$ cat src/rtl/rename_stage_if.sv
// rtl/rename_stage_if.sv - decode, dispatch, commit and flush signal bundle for rename_stage
// slave modport faces the rename stage; master modport faces its environment.
interface rename_stage_if #(
  parameter int PHYS_REGS = 64,
  parameter int PC_W      = 9
);
  localparam int PTAG_W = $clog2(PHYS_REGS);

  logic              i_valid;
  logic              o_ready;
  logic [PC_W-1:0]   i_pc;
  logic [4:0]        i_rs1;
  logic [4:0]        i_rs2;
  logic [4:0]        i_rd;
  logic [31:0]       i_immediate;
  logic [8:0]        i_ctrl;

  logic              o_valid;
  logic              i_ready;
  logic [PC_W-1:0]   o_pc;
  logic [31:0]       o_immediate;
  logic [8:0]        o_ctrl;
  logic [PTAG_W-1:0] o_prs1;
  logic [PTAG_W-1:0] o_prs2;
  logic [PTAG_W-1:0] o_prd;
  logic [PTAG_W-1:0] o_old_prd;

  logic              i_commit_valid;
  logic [4:0]        i_commit_rd;
  logic [PTAG_W-1:0] i_commit_prd;
  logic [PTAG_W-1:0] i_commit_old_prd;
  logic              i_flush;
  logic [31:0]       o_stall_cycles;

  modport slave (
    input  i_valid, i_pc, i_rs1, i_rs2, i_rd, i_immediate, i_ctrl, i_ready,
    input  i_commit_valid, i_commit_rd, i_commit_prd, i_commit_old_prd, i_flush,
    output o_ready, o_valid, o_pc, o_immediate, o_ctrl,
    output o_prs1, o_prs2, o_prd, o_old_prd, o_stall_cycles
  );

  modport master (
    output i_valid, i_pc, i_rs1, i_rs2, i_rd, i_immediate, i_ctrl, i_ready,
    output i_commit_valid, i_commit_rd, i_commit_prd, i_commit_old_prd, i_flush,
    input  o_ready, o_valid, o_pc, o_immediate, o_ctrl,
    input  o_prs1, o_prs2, o_prd, o_old_prd, o_stall_cycles
  );
endinterface

$ cat src/rtl/rename_stage.sv
// rtl/rename_stage.sv - register rename stage: RAT, circular free list, retirement RAT, flush recovery
// RENAME_PERF_CNT_EN builds the free-list-empty stall counter; otherwise o_stall_cycles is 0.
module rename_stage #(
  parameter int ARCH_REGS = 32,
  parameter int PHYS_REGS = 64,
  parameter int PTAG_W    = $clog2(PHYS_REGS),
  parameter int PC_W      = 9
) (
  input  logic           clk,
  input  logic           rst_n,
  rename_stage_if.slave  bus
);
  localparam int DEPTH = PHYS_REGS - ARCH_REGS;
  localparam int IDX_W = $clog2(DEPTH);
  localparam int PTR_W = IDX_W + 1;

  logic [PTAG_W-1:0] r_rat      [ARCH_REGS];
  logic [PTAG_W-1:0] r_rrat     [ARCH_REGS];
  logic [PTAG_W-1:0] r_freelist [DEPTH];
  logic [PTR_W-1:0]  r_head;
  logic [PTR_W-1:0]  r_tail;
  logic [PTR_W-1:0]  r_commit_head;

  logic              r_valid;
  logic [PC_W-1:0]   r_pc;
  logic [31:0]       r_immediate;
  logic [8:0]        r_ctrl;
  logic [PTAG_W-1:0] r_prs1;
  logic [PTAG_W-1:0] r_prs2;
  logic [PTAG_W-1:0] r_prd;
  logic [PTAG_W-1:0] r_old_prd;

  logic              w_alloc;
  logic [PTR_W-1:0]  w_free_count;
  logic              w_ready;
  logic              w_accept;
  logic              w_commit_wr;
  logic [PTAG_W-1:0] w_new_prd;

  assign w_alloc      = bus.i_ctrl[0] && (bus.i_rd != 5'd0);
  assign w_free_count = r_tail - r_head;
  assign w_ready      = (!r_valid || bus.i_ready) && (!w_alloc || (w_free_count != '0)) && !bus.i_flush;
  assign w_accept     = bus.i_valid && w_ready;
  assign w_commit_wr  = bus.i_commit_valid && (bus.i_commit_rd != 5'd0);
  assign w_new_prd    = r_freelist[r_head[IDX_W-1:0]];

  // Flush rebuilds the speculative map from the RRAT including this cycle's commit.
  always_ff @(posedge clk or negedge rst_n) begin
    if (!rst_n) begin
      for (int i = 0; i < ARCH_REGS; i++) begin
        r_rat[i]  <= PTAG_W'(i);
        r_rrat[i] <= PTAG_W'(i);
      end
    end else begin
      if (bus.i_flush) begin
        for (int i = 0; i < ARCH_REGS; i++)
          r_rat[i] <= (w_commit_wr && (bus.i_commit_rd == 5'(i))) ? bus.i_commit_prd : r_rrat[i];
      end else if (w_accept && w_alloc) begin
        r_rat[bus.i_rd] <= w_new_prd;
      end
      if (w_commit_wr)
        r_rrat[bus.i_commit_rd] <= bus.i_commit_prd;
    end
  end

  // Tail starts one full lap ahead of head so the list reads as full out of reset.
  always_ff @(posedge clk or negedge rst_n) begin
    if (!rst_n) begin
      for (int j = 0; j < DEPTH; j++)
        r_freelist[j] <= PTAG_W'(ARCH_REGS + j);
      r_head        <= '0;
      r_tail        <= PTR_W'(DEPTH);
      r_commit_head <= '0;
    end else begin
      if (bus.i_commit_valid) begin
        r_freelist[r_tail[IDX_W-1:0]] <= bus.i_commit_old_prd;
        r_tail        <= r_tail + PTR_W'(1);
        r_commit_head <= r_commit_head + PTR_W'(1);
      end
      if (bus.i_flush)
        r_head <= r_commit_head + PTR_W'(bus.i_commit_valid);
      else if (w_accept && w_alloc)
        r_head <= r_head + PTR_W'(1);
    end
  end

  always_ff @(posedge clk or negedge rst_n) begin
    if (!rst_n) begin
      r_valid     <= 1'b0;
      r_pc        <= '0;
      r_immediate <= '0;
      r_ctrl      <= '0;
      r_prs1      <= '0;
      r_prs2      <= '0;
      r_prd       <= '0;
      r_old_prd   <= '0;
    end else if (bus.i_flush) begin
      r_valid <= 1'b0;
    end else if (w_accept) begin
      r_valid     <= 1'b1;
      r_pc        <= bus.i_pc;
      r_immediate <= bus.i_immediate;
      r_ctrl      <= bus.i_ctrl;
      r_prs1      <= r_rat[bus.i_rs1];
      r_prs2      <= r_rat[bus.i_rs2];
      r_prd       <= w_alloc ? w_new_prd : '0;
      r_old_prd   <= w_alloc ? r_rat[bus.i_rd] : '0;
    end else if (bus.i_ready) begin
      r_valid <= 1'b0;
    end
  end

`ifdef RENAME_PERF_CNT_EN
  logic [31:0] r_stall_cycles;

  always_ff @(posedge clk or negedge rst_n) begin
    if (!rst_n)
      r_stall_cycles <= '0;
    else if (bus.i_valid && w_alloc && (w_free_count == '0) && (r_stall_cycles != 32'hFFFF_FFFF))
      r_stall_cycles <= r_stall_cycles + 32'd1;
  end

  assign bus.o_stall_cycles = r_stall_cycles;
`else
  assign bus.o_stall_cycles = 32'd0;
`endif

  assign bus.o_ready     = w_ready;
  assign bus.o_valid     = r_valid;
  assign bus.o_pc        = r_pc;
  assign bus.o_immediate = r_immediate;
  assign bus.o_ctrl      = r_ctrl;
  assign bus.o_prs1      = r_prs1;
  assign bus.o_prs2      = r_prs2;
  assign bus.o_prd       = r_prd;
  assign bus.o_old_prd   = r_old_prd;
endmodule

$ cat src/flat_wrapper.sv
// flat-port wrapper written by rule: the top's interface ports become plain ports
module rename_stage_flat 
#(
  parameter int ARCH_REGS = 32,
  parameter int PHYS_REGS = 64,
  parameter int PTAG_W    = $clog2(PHYS_REGS),
  parameter int PC_W      = 9
)
  (clk, rst_n, bus_i_valid, bus_i_pc, bus_i_rs1, bus_i_rs2, bus_i_rd, bus_i_immediate, bus_i_ctrl, bus_i_ready, bus_i_commit_valid, bus_i_commit_rd, bus_i_commit_prd, bus_i_commit_old_prd, bus_i_flush, bus_o_ready, bus_o_valid, bus_o_pc, bus_o_immediate, bus_o_ctrl, bus_o_prs1, bus_o_prs2, bus_o_prd, bus_o_old_prd, bus_o_stall_cycles);
  rename_stage_if #(.PHYS_REGS(PHYS_REGS), .PC_W(PC_W)) bus_i ();
  input  logic clk;
  input  logic rst_n;
  input wire logic [$bits(bus_i.i_valid)-1:0] bus_i_valid;
  input wire logic [$bits(bus_i.i_pc)-1:0] bus_i_pc;
  input wire logic [$bits(bus_i.i_rs1)-1:0] bus_i_rs1;
  input wire logic [$bits(bus_i.i_rs2)-1:0] bus_i_rs2;
  input wire logic [$bits(bus_i.i_rd)-1:0] bus_i_rd;
  input wire logic [$bits(bus_i.i_immediate)-1:0] bus_i_immediate;
  input wire logic [$bits(bus_i.i_ctrl)-1:0] bus_i_ctrl;
  input wire logic [$bits(bus_i.i_ready)-1:0] bus_i_ready;
  input wire logic [$bits(bus_i.i_commit_valid)-1:0] bus_i_commit_valid;
  input wire logic [$bits(bus_i.i_commit_rd)-1:0] bus_i_commit_rd;
  input wire logic [$bits(bus_i.i_commit_prd)-1:0] bus_i_commit_prd;
  input wire logic [$bits(bus_i.i_commit_old_prd)-1:0] bus_i_commit_old_prd;
  input wire logic [$bits(bus_i.i_flush)-1:0] bus_i_flush;
  output wire logic [$bits(bus_i.o_ready)-1:0] bus_o_ready;
  output wire logic [$bits(bus_i.o_valid)-1:0] bus_o_valid;
  output wire logic [$bits(bus_i.o_pc)-1:0] bus_o_pc;
  output wire logic [$bits(bus_i.o_immediate)-1:0] bus_o_immediate;
  output wire logic [$bits(bus_i.o_ctrl)-1:0] bus_o_ctrl;
  output wire logic [$bits(bus_i.o_prs1)-1:0] bus_o_prs1;
  output wire logic [$bits(bus_i.o_prs2)-1:0] bus_o_prs2;
  output wire logic [$bits(bus_i.o_prd)-1:0] bus_o_prd;
  output wire logic [$bits(bus_i.o_old_prd)-1:0] bus_o_old_prd;
  output wire logic [$bits(bus_i.o_stall_cycles)-1:0] bus_o_stall_cycles;
  assign bus_i.i_valid = bus_i_valid;
  assign bus_i.i_pc = bus_i_pc;
  assign bus_i.i_rs1 = bus_i_rs1;
  assign bus_i.i_rs2 = bus_i_rs2;
  assign bus_i.i_rd = bus_i_rd;
  assign bus_i.i_immediate = bus_i_immediate;
  assign bus_i.i_ctrl = bus_i_ctrl;
  assign bus_i.i_ready = bus_i_ready;
  assign bus_i.i_commit_valid = bus_i_commit_valid;
  assign bus_i.i_commit_rd = bus_i_commit_rd;
  assign bus_i.i_commit_prd = bus_i_commit_prd;
  assign bus_i.i_commit_old_prd = bus_i_commit_old_prd;
  assign bus_i.i_flush = bus_i_flush;
  assign bus_o_ready = bus_i.o_ready;
  assign bus_o_valid = bus_i.o_valid;
  assign bus_o_pc = bus_i.o_pc;
  assign bus_o_immediate = bus_i.o_immediate;
  assign bus_o_ctrl = bus_i.o_ctrl;
  assign bus_o_prs1 = bus_i.o_prs1;
  assign bus_o_prs2 = bus_i.o_prs2;
  assign bus_o_prd = bus_i.o_prd;
  assign bus_o_old_prd = bus_i.o_old_prd;
  assign bus_o_stall_cycles = bus_i.o_stall_cycles;
  rename_stage #(.ARCH_REGS(ARCH_REGS), .PHYS_REGS(PHYS_REGS), .PTAG_W(PTAG_W), .PC_W(PC_W)) u_core (.clk(clk), .rst_n(rst_n), .bus(bus_i));
endmodule
$ cat config.mk
export PLATFORM = sky130hd
export DESIGN_NAME = rename_stage_flat
export DESIGN_NICKNAME = d
export VERILOG_FILES = /design/src/rtl/rename_stage_if.sv /design/src/rtl/rename_stage.sv /design/src/flat_wrapper.sv
export SDC_FILE = /design/constraint.sdc
export NUM_CORES = 1
export LEC_CHECK = 0
export CAP_MARGIN = 0
export CORE_UTILIZATION = 25
export CTS_BUF_LIST = sky130_fd_sc_hd__clkbuf_2 sky130_fd_sc_hd__clkbuf_4 sky130_fd_sc_hd__clkbuf_8
export CTS_CLUSTER_SIZE = 16
export DETAILED_ROUTE_END_ITERATION = 10
export GPL_TIMING_DRIVEN = 0
export HOLD_SLACK_MARGIN = 0.08
export SETUP_SLACK_MARGIN = 0.4
export SLEW_MARGIN = 20
export SYNTH_ARGS = -nofsm -noshare
export SYNTH_HDL_FRONTEND = slang
export SYNTH_SLANG_ARGS = --single-unit
$ cat constraint.sdc
create_clock -name clk -period 3.2 [get_ports clk]
set_clock_uncertainty 0.1 [all_clocks]
set_input_delay 0.96 -clock clk [delete_from_list [all_inputs] [get_ports clk]]
set_output_delay 0.96 -clock clk [all_outputs]
set_load 0.05 [all_outputs]
# [Word level (Yosys, flattened, before mapping)]
# Index checks and enable logic that the tools add are counted.
[totals] regBits=669 in_bits=88 out_inout_bits=108 wordCells=274
[classes] n_addsub=5 magnitude_cmp=9 n_eq_ne=31 muxes=62 n_bitwise=7 n_reduce_logical=53
[ops] operator="bitwise mux 192 bit" count=3
[ops] operator="2-to-1 mux 192 bit" count=2
[ops] operator="2-to-1 mux 6 bit" count=47
[ops] operator="binary-select mux 6 bit (select 5 bit)" count=4
[ops] operator="demux 6 bit (select 5 bit)" count=3
[ops] operator="equality test 5 bit (second input constant)" count=16
[ops] operator="logical AND 1 bit" count=41
[ops] operator="equality test 5 x 4 -> 1 bit (second input constant)" count=8
[ops] operator="greater-or-equal comparator 6 bit (second input constant)" count=6
[ops] operator="NOT 5 -> 6 bit" count=6
[ops] operator="equality test 5 x 3 -> 1 bit (second input constant)" count=4
[ops] operator="adder 6 x 1 -> 6 bit (second input constant)" count=3
[ops] operator="less-than comparator 6 x 1 -> 1 bit (second input constant)" count=3
[ops] operator="equality test 5 x 2 -> 1 bit (second input constant)" count=2
[ops] operator="nonzero test 5 bit" count=2
[ops] operator="adder 6 x 1 -> 6 bit" count=1
[ops] operator="nonzero test 6 bit" count=1
[ops] operator="subtractor 6 bit" count=1
[ops] operator="equality test 5 x 1 -> 1 bit (second input constant)" count=1
[ops] operator="logical NOT 5 bit" count=1
[ops] operator="logical NOT 1 bit" count=3
[ops] operator="2-to-1 mux 1 bit" count=3
[ops] operator="nonzero test 3 bit" count=1
[ops] operator="logical OR 1 bit" count=2
[ops] operator="other kinds (3)" count=3

# [Logic depth before layout (Yosys ltp)]
# Gate-level depths: netlist of run 1.
[depth] ltp_word=10 depth_mapped=14

# [Worst setup path before layout of run 1]
# OpenSTA, ideal clock, no wires.
[synth_timing] kind="reg-to-output" start="register u_core.r_head[4]" end="output bus_o_ready" arrival_time_ns=2.474 setup_slack_ns=-0.334 stages_incl_launch_ff=10 n_path_buf=3 cell_sequence="dfrtp_1 buf_2 inv_1 ha_1 or4_4 a21oi_4 buf_6 buf_6 nand2_4 o21a_1"
[synth_via] elab_chain_len=5
[synth_rtl] element="start: declaration" line="rename_stage.sv:20" text="logic [PTR_W-1:0] r_head;"
[synth_rtl] element="start signal: assignment" line="rename_stage.sv:81" text="r_head <= r_commit_head + PTR_W'(bus.i_commit_valid);"
[synth_rtl] element="start signal: assignment" line="rename_stage.sv:83" text="r_head <= r_head + PTR_W'(1);"
[synth_rtl] element="subtractor 6 bit" line="rename_stage.sv:41" text="assign w_free_count = r_tail - r_head;"
[synth_rtl] element="nonzero test 6 bit" line="rename_stage.sv:42" text="assign w_ready = (!r_valid || bus.i_ready) && (!w_alloc || (w_free_count != '0)) && !bus.i_flush;"
[synth_rtl] element="logical OR 1 bit" line="rename_stage.sv:42"
[synth_rtl] element="logical AND 1 bit (2 in a row)" line="rename_stage.sv:42"
[synth_rtl] element="end: declaration" line="flat_wrapper.sv:26" text="output wire logic [$bits(bus_i.o_ready)-1:0] bus_o_ready;"
# No other way between the ends.

# [Worst setup path after layout of run 1]
[layout_timing] start="input bus_i_rd[4]" end="output bus_o_ready"
[layout_via] elab_chain_len=6
[layout_rtl] element="start: declaration" line="flat_wrapper.sv:17" text="input wire logic [$bits(bus_i.i_rd)-1:0] bus_i_rd;"
[layout_rtl] element="nonzero test 5 bit" line="rename_stage.sv:40" text="assign w_alloc = bus.i_ctrl[0] && (bus.i_rd != 5'd0);"
[layout_rtl] element="logical AND 1 bit" line="rename_stage.sv:40"
[layout_rtl] element="logical NOT 1 bit" line="rename_stage.sv:42"
[layout_rtl] element="logical OR 1 bit" line="rename_stage.sv:42"
[layout_rtl] element="logical AND 1 bit (2 in a row)" line="rename_stage.sv:42"
# No other way between the ends.

==> results_dict.tcl, run 1 <==
set metrics [dict create \
    status "finished with violations" \
    violations "setup timing" \
    die_w_um 374 \
    end_kind "output pin" \
    grtUsageTotal_pct 19.1 \
    cts_sinks 669 \
    yosys.area.top_type "dfrtp_1" \
    critPathRequiredTime_ns 2.14 \
    path_class "input port to output pin" \
    swShare_pct 37.6 \
    instances_no_fill 4898 \
    gp_congestion 1.02 \
    hold_path.class "register to register" \
    path_cells "clkdlybuf4s50_1 -> nor3_2 -> nand2_1 -> nand2_1 -> o21a_4 -> buf_8" \
    maxCapViolCount 0 \
    r2r_slack_ns -0.08 \
    hold-path-cell-count 1 \
    h-tree-depth 3 \
    final-hold-violation-count 0 \
    ios 196 \
    dp.cells 4552 \
    p_leak_nw 18.9 \
    critPathMaxFanout 5 \
    core_um2 137000 \
    synth_top_area_share_pct 28.6 \
    initial_utilization_pct 25.2 \
    antenna_found_initial 11 \
    ir_drop_uv 581 \
    clkPwrFrac_pct 22.6 \
    cp_slowest_cell "nor3_2" \
    setup_ws_ns -0.812 \
    insertion_delay_ns 0.83 \
    rsz0062_at_grt "true" \
    synth_most_common_cell "mux2_2" \
    cts_tree "built" \
    place_hpwl_mm 98.4 \
    cp.buffers_inverters 2 \
    slowest_delay_ns 0.67 \
    port_buffers 152 \
    path_clk_slew_ns 0.05 \
    num_rows 136 \
    hp-start "u_core.r_rrat[187]$_DFFE_PN0P_" \
    reg2reg_depth 19 \
    arrival_ns 2.95 \
    synth_area_um2 34700 \
    detailedPlace.worstSlack_ns -1.81 \
    synth-seq-area-share_pct 49.3 \
    die_y_um 374 \
    fin_crit_sh_pct 125 \
    drcViolationCount 0 \
    power_density_nw_per_um2 848 \
    drt_iter0_drc 2336 \
    synthCells 2567 \
    synth-edff-count 0 \
    wl_mm 137 \
    ys_ff_latch 669 \
    ant_nets 0 \
    synth_flop_cell "dfrtp_1" \
    viasPerCell 5.28 \
    worstMarginPinSlew_ns 1.06 \
    setup_viol 49 \
    drive_gt1_share_pct 55.6 \
    grt_pass1_vias 26000 \
    grt_pass1_wl_mm 194 \
    dr.pass1.iters 5 \
    startpoint "bus_i_rd[4]" \
    root_buffer "clkbuf_8" \
    regToRegStartpoint "u_core.r_head[3]$_DFFE_PN0P_" \
    path_common_cell "nand2_1" \
    r2r-end "u_core.r_rat[166]$_DFFE_PN0P_" \
    power_frac_seq_pct 32.7 \
    vias 25900 \
    slew_violations 0 \
    period_needed_ns 4.01 \
    cts_buffers 109 \
    yosys_warnings 0 \
    max-slew-margin-rel_pct 29.5 \
    power_mw 38.5 \
    synth_cell_types 75 \
    area_growth_pct 30.9 \
    timing.fmax_ghz 0.249 \
    fin_nets 3104 \
    p_comb_share_pct 44.8 \
    wl_per_cell_um 28.1 \
    intPower_mw 24.0 \
    synthTopCellsByCount "491 x mux2_2, 396 x dfrtp_1, 273 x dfstp_2" \
    startpoint_type "input port" \
    grt.overflow.total 0 \
    hold_end "u_core.r_rrat[187]$_DFFE_PN0P_" \
    cts_buffer_depth 3 \
    yosys-top-cells-area "dfrtp_1 29%, dfstp_2 21%, mux2_2 16%" \
    async_flop_share_pct 100 \
    dieArea_um2 140000 \
    crit_family "simple AND/OR/NAND/NOR gates" \
    grt_max_degree 101 \
    p_sw_mw 14.5 \
    syn_area_per_cell_um2 13.5 \
]
==> worst max path at each step <==
stage                                                     end  slack [ns]  depth (start not counted)
after CTS                                         bus_o_ready       -0.90                         10
after detailed placement  u_core.bus.o_old_prd[3]$_DFFE_PN0P_       -1.81                          8
after floorplan                                   bus_o_ready      -0.002                          9
after global placement           u_core.r_head[1]$_DFFE_PN0P_      -31.78                          1
after global routing                              bus_o_ready       -0.88                         10
final                                             bus_o_ready       -0.81                          6
==> layout make-up <==
class	instances	area, um^2
inverters	16	77.6
diodes	5	12.5
flip-flops and latches	669	17100
well taps	1794	2240
clock inverters	25	325
multi-input cells	1660	17800
plain buffers	253	2000
clock buffers	182	2220
repair buffers	294	3570
fillers	13500	92100
==> per-layer routing <==
| layer | track usage, % | routed length (um) |
|---|---|---|
| met1 | 25.4 | 57000 |
| met2 | 29.5 | 61700 |
| met3 | 4.32 | 11300 |
| met4 | 8.94 | 7260 |
| met5 | 0 | 57 |
==> metrics by stage <==
stage | hold slack (ns) | util, % | cell area [um^2] | TNS [ns]
after floorplan | 0.324 | - | 34900 | -0.00217
after global placement | 0.341 | 28.2 | 38700 | -
after detailed placement | 0.341 | 28.3 | 38900 | -540.43
after CTS | 0.353 | 31.8 | 43700 | -3.09
after global routing | 0.371 | 33.0 | 45400 | -9.09
final | 0.351 | 33.0 | 45400 | -2.46
==> cell families after synthesis <==
logic type	Yosys count	share of synthesized area [%]
adders and majority gates	13	0.469
muxes	735	30.3
AOI/OAI and AO/OA	418	9.08
buffers and inverters	269	3.82
xor gates and xnor gates	17	0.430
and+or+nand+nor	445	6.55
DFF	669	49.3
other	1	0.0108
==> registers in the layout (all words and copies together) (netlist names) <==
signal and flops:
u_core.r_freelist 192, u_core.r_rat 192, u_core.r_rrat 192, u_core.bus.o_immediate 32
u_core.bus.o_ctrl 9, u_core.bus.o_pc 9, u_core.bus.o_old_prd 6, u_core.bus.o_prd 6
u_core.bus.o_prs1 6, u_core.bus.o_prs2 6, u_core.r_commit_head 6, u_core.r_head 6
u_core.r_tail 6, u_core.bus.o_valid 1
==> power groups by stage <==
stage                     Combinational [mW]  Sequential, mW  Clock (mW)
after floorplan                         7.02            13.1           0
after global placement                  12.3            12.6           0
after detailed placement                12.4            12.6           0
after CTS                               15.6            12.5        8.85
after global routing                    17.7            12.8        9.21
final                                   17.2            12.6        8.68
==> what timing repair did <==
action / 4_1_cts / 5_1_grt
setup buffers: 81 / 35
cloned: 10 / 6
hold endpoints to repair: 33 / 0
hold buffers: 2 / 0
pin swaps: 65 / 47
setup endpoints to repair: 605 / 612
resized for setup: 365 / 332
==> cells in the final DEF, fill, tap and decap left out, types with 11 or more instances in the layout <==
master,instances
buf_4,113
clkdlybuf4s50_1,72
xnor2_1,11
a22o_1,72
mux2_4,57
inv_1,12
buf_16,18
a21oi_2,57
nand3_1,25
nand4_1,17
mux2_2,437
a21oi_4,17
a22oi_2,19
a22oi_1,90
nor3_2,13
nor2_1,71
clkbuf_8,140
clkbuf_1,85
buf_8,24
mux2i_1,29
a21o_1,20
a31oi_1,13
nand2b_1,26
a21oi_1,28
buf_6,61
mux4_2,202
dlymetal6s2s_1,71
conb_1,32
nand2_1,74
nor3_1,88
dfstp_2,273
clkbuf_4,53
clkbuf_2,25
dfrtp_1,392
buf_12,36
buf_2,14
Note: power is estimated with default switching activity, not from simulation.
==> run 2: changes to the inputs <==
--- a/config.mk
+++ b/config.mk
@@ -5,7 +5,6 @@
 export SDC_FILE = /design/constraint.sdc
 export NUM_CORES = 1
 export LEC_CHECK = 0
-export CAP_MARGIN = 0
 export CORE_UTILIZATION = 25
 export CTS_BUF_LIST = sky130_fd_sc_hd__clkbuf_2 sky130_fd_sc_hd__clkbuf_4 sky130_fd_sc_hd__clkbuf_8
 export CTS_CLUSTER_SIZE = 16
==> results of run 2 <==
Final layout, timing and power as in run 1 (identical DEF).
